**config.mk**
```make
export PLATFORM = sky130hd
export DESIGN_NAME = mmu_act_skew
export DESIGN_NICKNAME = d
export VERILOG_FILES = /design/src/rtl/mmu_pkg.sv /design/src/rtl/mmu_delay_line.sv /design/src/rtl/mmu_act_skew.sv
export SDC_FILE = /design/constraint.sdc
export NUM_CORES = 1
export LEC_CHECK = 0
export ABC_AREA = 1
export CAP_MARGIN = 0
export CORE_ASPECT_RATIO = 1.2
export CORE_MARGIN = 3
export CORE_UTILIZATION = 55
export CTS_BUF_LIST = sky130_fd_sc_hd__clkbuf_4
export CTS_CLUSTER_DIAMETER = 80
export DETAILED_ROUTE_END_ITERATION = 8
export DONT_BUFFER_PORTS = 1
export PLACE_DENSITY_LB_ADDON = 0.2
export REMOVE_ABC_BUFFERS = 1
export SLEW_MARGIN = 0
export SYNTH_ARGS = -nofsm -noshare
export SYNTH_HDL_FRONTEND = slang
export SYNTH_HIERARCHICAL = 1
export SYNTH_SLANG_ARGS = --single-unit
```
**constraint.sdc**
```tcl
create_clock -name clk -period 1.95 [get_ports clk]
set_input_delay 0.0975 -clock clk [delete_from_list [all_inputs] [get_ports clk]]
set_output_delay 0.0975 -clock clk [all_outputs]
set_load 0.01 [all_outputs]
```
**src/rtl/mmu_pkg.sv**
```systemverilog
// Types and defaults shared by the MMU array, the activation skew feeder and the psum deskew.
package mmu_pkg;
  localparam int MMU_DATA_WIDTH = 16;

  typedef enum logic [1:0] {IDLE, STREAM, DRAIN} act_skew_state_e;
endpackage

```
**src/rtl/mmu_delay_line.sv**
```systemverilog
// Fixed-depth async-reset shift register; shifts every cycle, no enable.
module mmu_delay_line #(
  parameter int DEPTH = 1,
  parameter int WIDTH = 1
) (
  input  logic             clk,
  input  logic             rstn,
  input  logic [WIDTH-1:0] d_i,
  output logic [WIDTH-1:0] q_o
);
  logic [DEPTH-1:0][WIDTH-1:0] pipe_q;

  always_ff @(posedge clk or negedge rstn) begin
    if (!rstn) begin
      pipe_q <= '0;
    end else begin
      pipe_q[0] <= d_i;
      for (int i = 1; i < DEPTH; i++) pipe_q[i] <= pipe_q[i-1];
    end
  end

  assign q_o = pipe_q[DEPTH-1];
endmodule

```
**src/rtl/mmu_act_skew.sv**
```systemverilog
// Activation feeder for the systolic array's left edge: skews row r by r cycles,
// drains the skew after a tile's last beat and pulses done as it leaves the bottom row.
module mmu_act_skew
  import mmu_pkg::*;
#(
  parameter int ROWS       = 4,
  parameter int DATA_WIDTH = MMU_DATA_WIDTH
) (
  input  logic                       clk,
  input  logic                       rstn,
  input  logic                       in_valid,
  output logic                       in_ready,
  input  logic [ROWS*DATA_WIDTH-1:0] in_data,
  input  logic                       in_last,
  input  logic                       w_busy,
  output logic [ROWS*DATA_WIDTH-1:0] row_data,
  output logic [ROWS-1:0]            row_en,
  output logic                       busy,
  output logic                       done
);
  localparam int CNT_W = (ROWS > 1) ? $clog2(ROWS) : 1;

  act_skew_state_e  state_q;
  logic [CNT_W-1:0] cnt_q;
  logic             done_q;
  logic             accept;

  assign in_ready = !w_busy && (state_q != DRAIN);
  assign accept   = in_valid && in_ready;
  assign busy     = (state_q != IDLE);
  assign done     = done_q;

  // done is raised one cycle early so the registered pulse lines up with row ROWS-1
  always_ff @(posedge clk or negedge rstn) begin
    if (!rstn) begin
      state_q <= IDLE;
      cnt_q   <= '0;
      done_q  <= 1'b0;
    end else begin
      done_q <= 1'b0;
      case (state_q)
        IDLE, STREAM: begin
          if (accept) begin
            state_q <= in_last ? DRAIN : STREAM;
            cnt_q   <= CNT_W'(ROWS - 1);
          end
        end
        DRAIN: begin
          cnt_q  <= cnt_q - 1'b1;
          done_q <= (cnt_q == CNT_W'(1));
          if (cnt_q == '0) state_q <= IDLE;
        end
        default: state_q <= IDLE;
      endcase
    end
  end

  // Data is zeroed at the input on bubbles so every stage downstream reads 0 when en is 0
  for (genvar r = 0; r < ROWS; r++) begin : g_row
    logic [DATA_WIDTH-1:0] slice_d;
    logic [DATA_WIDTH:0]   din;
    logic [DATA_WIDTH:0]   dout;

    assign slice_d = accept ? in_data[r*DATA_WIDTH +: DATA_WIDTH] : {DATA_WIDTH{1'b0}};
    assign din     = {accept, slice_d};

    mmu_delay_line #(
      .DEPTH(r + 1),
      .WIDTH(DATA_WIDTH + 1)
    ) u_dly (
      .clk (clk),
      .rstn(rstn),
      .d_i (din),
      .q_o (dout)
    );

    assign row_en[r]                              = dout[DATA_WIDTH];
    assign row_data[r*DATA_WIDTH +: DATA_WIDTH]   = dout[DATA_WIDTH-1:0];
  end
endmodule

```
# Word-level counts from Yosys, hierarchy flattened
# Index checks and enable logic that the tools add are counted.
# totals
register_bits	175
elab_cells	41
# op_classes
add_sub_neg	1
n_eq_ne	6
n_mux	11
reduce_logical	10
# ops
operator	n
$mux W16	4
$mux W2	4
$pmux W2 S2	2
$ne A2 B2 Y1 const B	3
$eq A2 B1 Y1 const B	2
$logic_not A2 Y1	2
$reduce_and A2 Y1	2
$reduce_bool A2 Y1	2
$eq A2 B2 Y1 const B	1
$logic_and A1 B1 Y1	2
$reduce_or A2 Y1	1
$sub A2 B1 Y2 const B	1
$logic_not A1 Y1	1
$mux W1	1

# Longest topological paths before layout
# logic_depth
ltp_word	5
mapped_depth	7
depth_no_buf	6

# Hierarchy
# The synthesis kept the hierarchy.
# modules_own_cells
mod	n_inst	cells_per_inst	area_each_um2
mmu_delay_line at g_row[3].u_dly	1	85	1829.3
mmu_delay_line at g_row[2].u_dly	1	68	1403.8
mmu_delay_line at g_row[1].u_dly	1	51	978.4
mmu_act_skew	1	171	869.6
mmu_delay_line at g_row[0].u_dly	1	17	425.4

# Worst setup path before layout
# OpenSTA, ideal clock, no wires.
# synth_timing
path_type	flip-flop to flip-flop
from	reg state_q[0]
to	reg g_row[2].u_dly/pipe_q[10] in the netlist's numbering
arrival_ns	0.923
required_ns	1.834
setup_slack_ns	0.911
stages_incl_launch_ff	7
path_buffers	2
period_less_slack_ns	1.039
path_cell_list	dfrtp_1 -> inv_2 -> nand2_4 -> nand3_2 -> buf_6 -> buf_6 -> nor2_2
# synth_between
elab_chain_len	4
# synth_lines
item	line_no	text
start: declaration	mmu_act_skew.sv:23	act_skew_state_e state_q;
start signal: assignment	mmu_act_skew.sv:44	state_q <= in_last ? DRAIN : STREAM;
$ne A2 B2 Y1	mmu_act_skew.sv:28	assign in_ready = !w_busy && (state_q != DRAIN);
$logic_and A1 B1 Y1	mmu_act_skew.sv:28	
$logic_and A1 B1 Y1	mmu_act_skew.sv:29	assign accept = in_valid && in_ready;
$mux W16	mmu_act_skew.sv:64	assign slice_d = accept ? in_data[r*DATA_WIDTH +: DATA_WIDTH] : {DATA_WIDTH{1'b0}};
via g_row[2].slice_d[10]	mmu_act_skew.sv:60	logic [DATA_WIDTH-1:0] slice_d;
end: declaration	mmu_delay_line.sv:11	logic [DEPTH-1:0][WIDTH-1:0] pipe_q;
# The timed path passes the listed nets, and every way through them passes these cells.
# A chain may end at the register's enable or synchronous reset.

# Worst setup path in the final report
# layout_timing
from	reg state_q[1]
to	reg g_row[0].u_dly.pipe_q (netlist bit g_row[0].u_dly/q_o[4])
# layout_between
elab_chain_len	4
# layout_lines
item	line_no
$ne A2 B2 Y1	mmu_act_skew.sv:28
$logic_and A1 B1 Y1	mmu_act_skew.sv:28
$logic_and A1 B1 Y1	mmu_act_skew.sv:29
$mux W16	mmu_act_skew.sv:64
via g_row[0].slice_d[4]	mmu_act_skew.sv:60
end: declaration	mmu_delay_line.sv:11
# The timed path passes the listed nets, and every way through them passes these cells.

==> results.ini <==
[cts]
cts_tree=yes
clockBufferDepth=2
htreeDepth=4
cts-root-buf=clkbuf_4
hold_buffers=96
cts.sinks=175
clk_latency_ns=0.52
post_cts_resized=0
clkTransAtPathRegs_ns=0.14
numCtsBuffers=17
cts_setup_buffers=0

[synth]
syn_avg_cell_area_sq_um=14.0
ys_warn_count=6
seq_area_frac_synth_pct=79.5
synth_top_area_share_pct=79.5
syn_inst=392
synth-edff-count=0
yosysMostFrequentCell=dfrtp_1
async_flop_share_pct=100
ys_top_cells_by_count=175 x dfrtp_1, 71 x inv_1, 51 x buf_4
synth_seq_cells=175
yosysTopAreaCell=dfrtp_1
yosys-top-cells-area=dfrtp_1 80%, buf_4 7.0%, inv_1 4.8%
syn-cell-area_sq_mm=0.00551
synth-main-ff-cell=dfrtp_1
ys_types=16

[critical_path]
crit_chain=nand2_4 -> nand3_4 -> nor2_1 -> dlygate4sd3_1
reg2reg_depth=4
cp.required_ns=2.42
r2r_start=state_q[1]
critical_path.top_delay_family=simple AND/OR/NAND/NOR gates
critPathSlowestCell=dlygate4sd3_1
crit_cells=4
worstSetupStartpointType=flop
critical_path_arrival_ns=2.27
max_stage_delay_ns=0.58
reg2reg_slack_ns=0.15
critPathLaunch=state_q[1]
cp_max_fo=34
crit_path_end_kind=flop
endpoint=g_row[0].u_dly/q_o[4]
r2r-end=g_row[0].u_dly/q_o[4]
worstSetupPathType=reg -> reg
worstPathBufferInverterCount=1

[grt]
grt_max_degree=176
grt_pass1_vias=2747
grtUsageTotal_pct=16.3
antenna_found_initial=0
grt_pass1_wl_mm=13.8
gr-total-overflow=0

[run]
maxCapViolations=0

[die]
initial_utilization_pct=57.0
core_sq_mm=0.00966
die_area_sq_mm=0.0113
rows=39
ios=140
die_h_um=116
fp.dieW_um=97.3

[layout]
register_area_sq_mm=0.00438
final_core_util_pct=67.5
drive_gt1_share_pct=12.3
syn_to_final_growth_pct=18.4
multiInputGateArea_sq_um=424
diodes=0
fillers=653
nets=522

[sta]
fmax_mhz=556
worst_pin_slew_ns=0.412
grt_setup_unrepaired=no
finalHoldViolCount=175
hold_ws_ns=-0.743
period_minus_slack_ns=1.80
post-route-period-util_pct=92.3
final_max_slew_viol_count=0
setup_viol=0
slew_headroom_pct=72.5
tns_ns=0
finClkSkew_ns=0.0137

[pwr]
p_leak_nw=3.58
powerDensity_mw_per_mm2=1030
peakVddDrop_uv=556

[status]
outcome=complete, but fails checks
violations=hold timing

[route]
remaining_drc_errors=0
firstDrtPassIters=4
drtAntennaViolNets=0
routed_wl_mm=8.48
vias=2600
vias_per_cell=4.43
wl_per_cell_um=14.5
drt_iter0_drc=108

[min_path]
hold_path.class=in -> async

[place]
numPortBuffers=0
place.detailed.hpwl_mm=4.65
gp_congestion=0.642

==> cells by family (layout without fill, tap and decap cells) <==
| family | after synthesis | in the layout | synth area share, % |
|---|---|---|---|
| AOI/OAI and AO/OA | 2 | 2 | 0.250 |
| adders and majority gates | 2 | 2 | 0.454 |
| buffers and inverters | 131 | 203 | 12.9 |
| DFF | 175 | 175 | 79.5 |
| and+or+nand+nor | 82 | 82 | 6.86 |
==> registers in the layout (all words and copies together) (netlist names) <==
signal              cells
cnt_q                   2
done                    1
g_row.u_dly/pipe_q    102
g_row.u_dly/q_o        68
state_q                 2
==> stage by stage <==
stage	instances	instance area [sq um]	hold WS [ns]	power, W	setup slack (ns)
after floorplan	334	5070	-0.198	0.00442	0.0329
after global placement	459	5250	-0.195	0.00450	0.535
after detailed placement	459	5250	-0.195	0.00454	0.472
after CTS	587	6520	-0.813	0.00682	0.182
after global routing	587	6520	-0.824	0.00710	0.00981
final	587	6520	-0.743	0.00675	0.150
==> metal layers <==
layer | routed length [um] | global-route usage, %
met1 | 3370 | 19.6
met2 | 4400 | 26.1
met3 | 582 | 6.74
met4 | 133 | 7.39
met5 | 0 | 0
==> layout by cell type (no fill, tap or decap) <==
cell           synthesis  final
inv_1                 71     71
nand2_4                1      1
clkinvlp_4             0      2
dfrtp_1              175    175
nor2_2                20     20
o21bai_1               1      1
inv_6                  0      4
clkinv_1               0      1
nand3_4                0      1
clkinv_2               0      1
nor2_1                48     48
inv_2                  2      2
clkinv_4               0      4
nand4_1                1      1
clkbuf_4               0     17
nand3_1                3      3
dlygate4sd3_1          0     96
o22ai_1                1      1
bufinv_16              0      3
nand2_1                8      8
buf_4                 51      2
ha_1                   2      2
==> where the power goes <==
| part | total, W | leakage (nW) | switching (W) | internal [W] |
|---|---|---|---|---|
| registers | 0.00412 | 2.35 | 0.000187 | 0.00393 |
| logic | 0.000533 | 1.06 | 0.000275 | 0.000257 |
| clock network | 0.00209 | 0.161 | 0.00119 | 0.000907 |
| total | 0.00675 | 3.58 | 0.00165 | 0.00510 |
==> how the worst min path moves through the flow <==
stage,slack (ns),start,cells after the start,endpoint
5_1_grt,-0.82,rstn,0,g_row[3].u_dly/q_o[2]
2_1_floorplan,-0.20,rstn,0,cnt_q[0]
6_report,-0.74,rstn,0,g_row[3].u_dly/q_o[5]
3_5_place_dp,-0.19,rstn,0,g_row[3].u_dly/q_o[2]
4_1_cts,-0.81,rstn,0,g_row[0].u_dly/q_o[6]
3_3_place_gp,-0.19,rstn,0,g_row[3].u_dly/q_o[8]
==> final cells by class <==
cell class              count  area share [%]
multi-input cells          86            6.51
clock inverters            15            2.82
clock buffers              17            1.96
well taps                 123            2.36
flip-flops and latches    175            67.2
repair buffers             98            15.0
inverters                  73            4.20
Power figures use the tool's default switching activity.
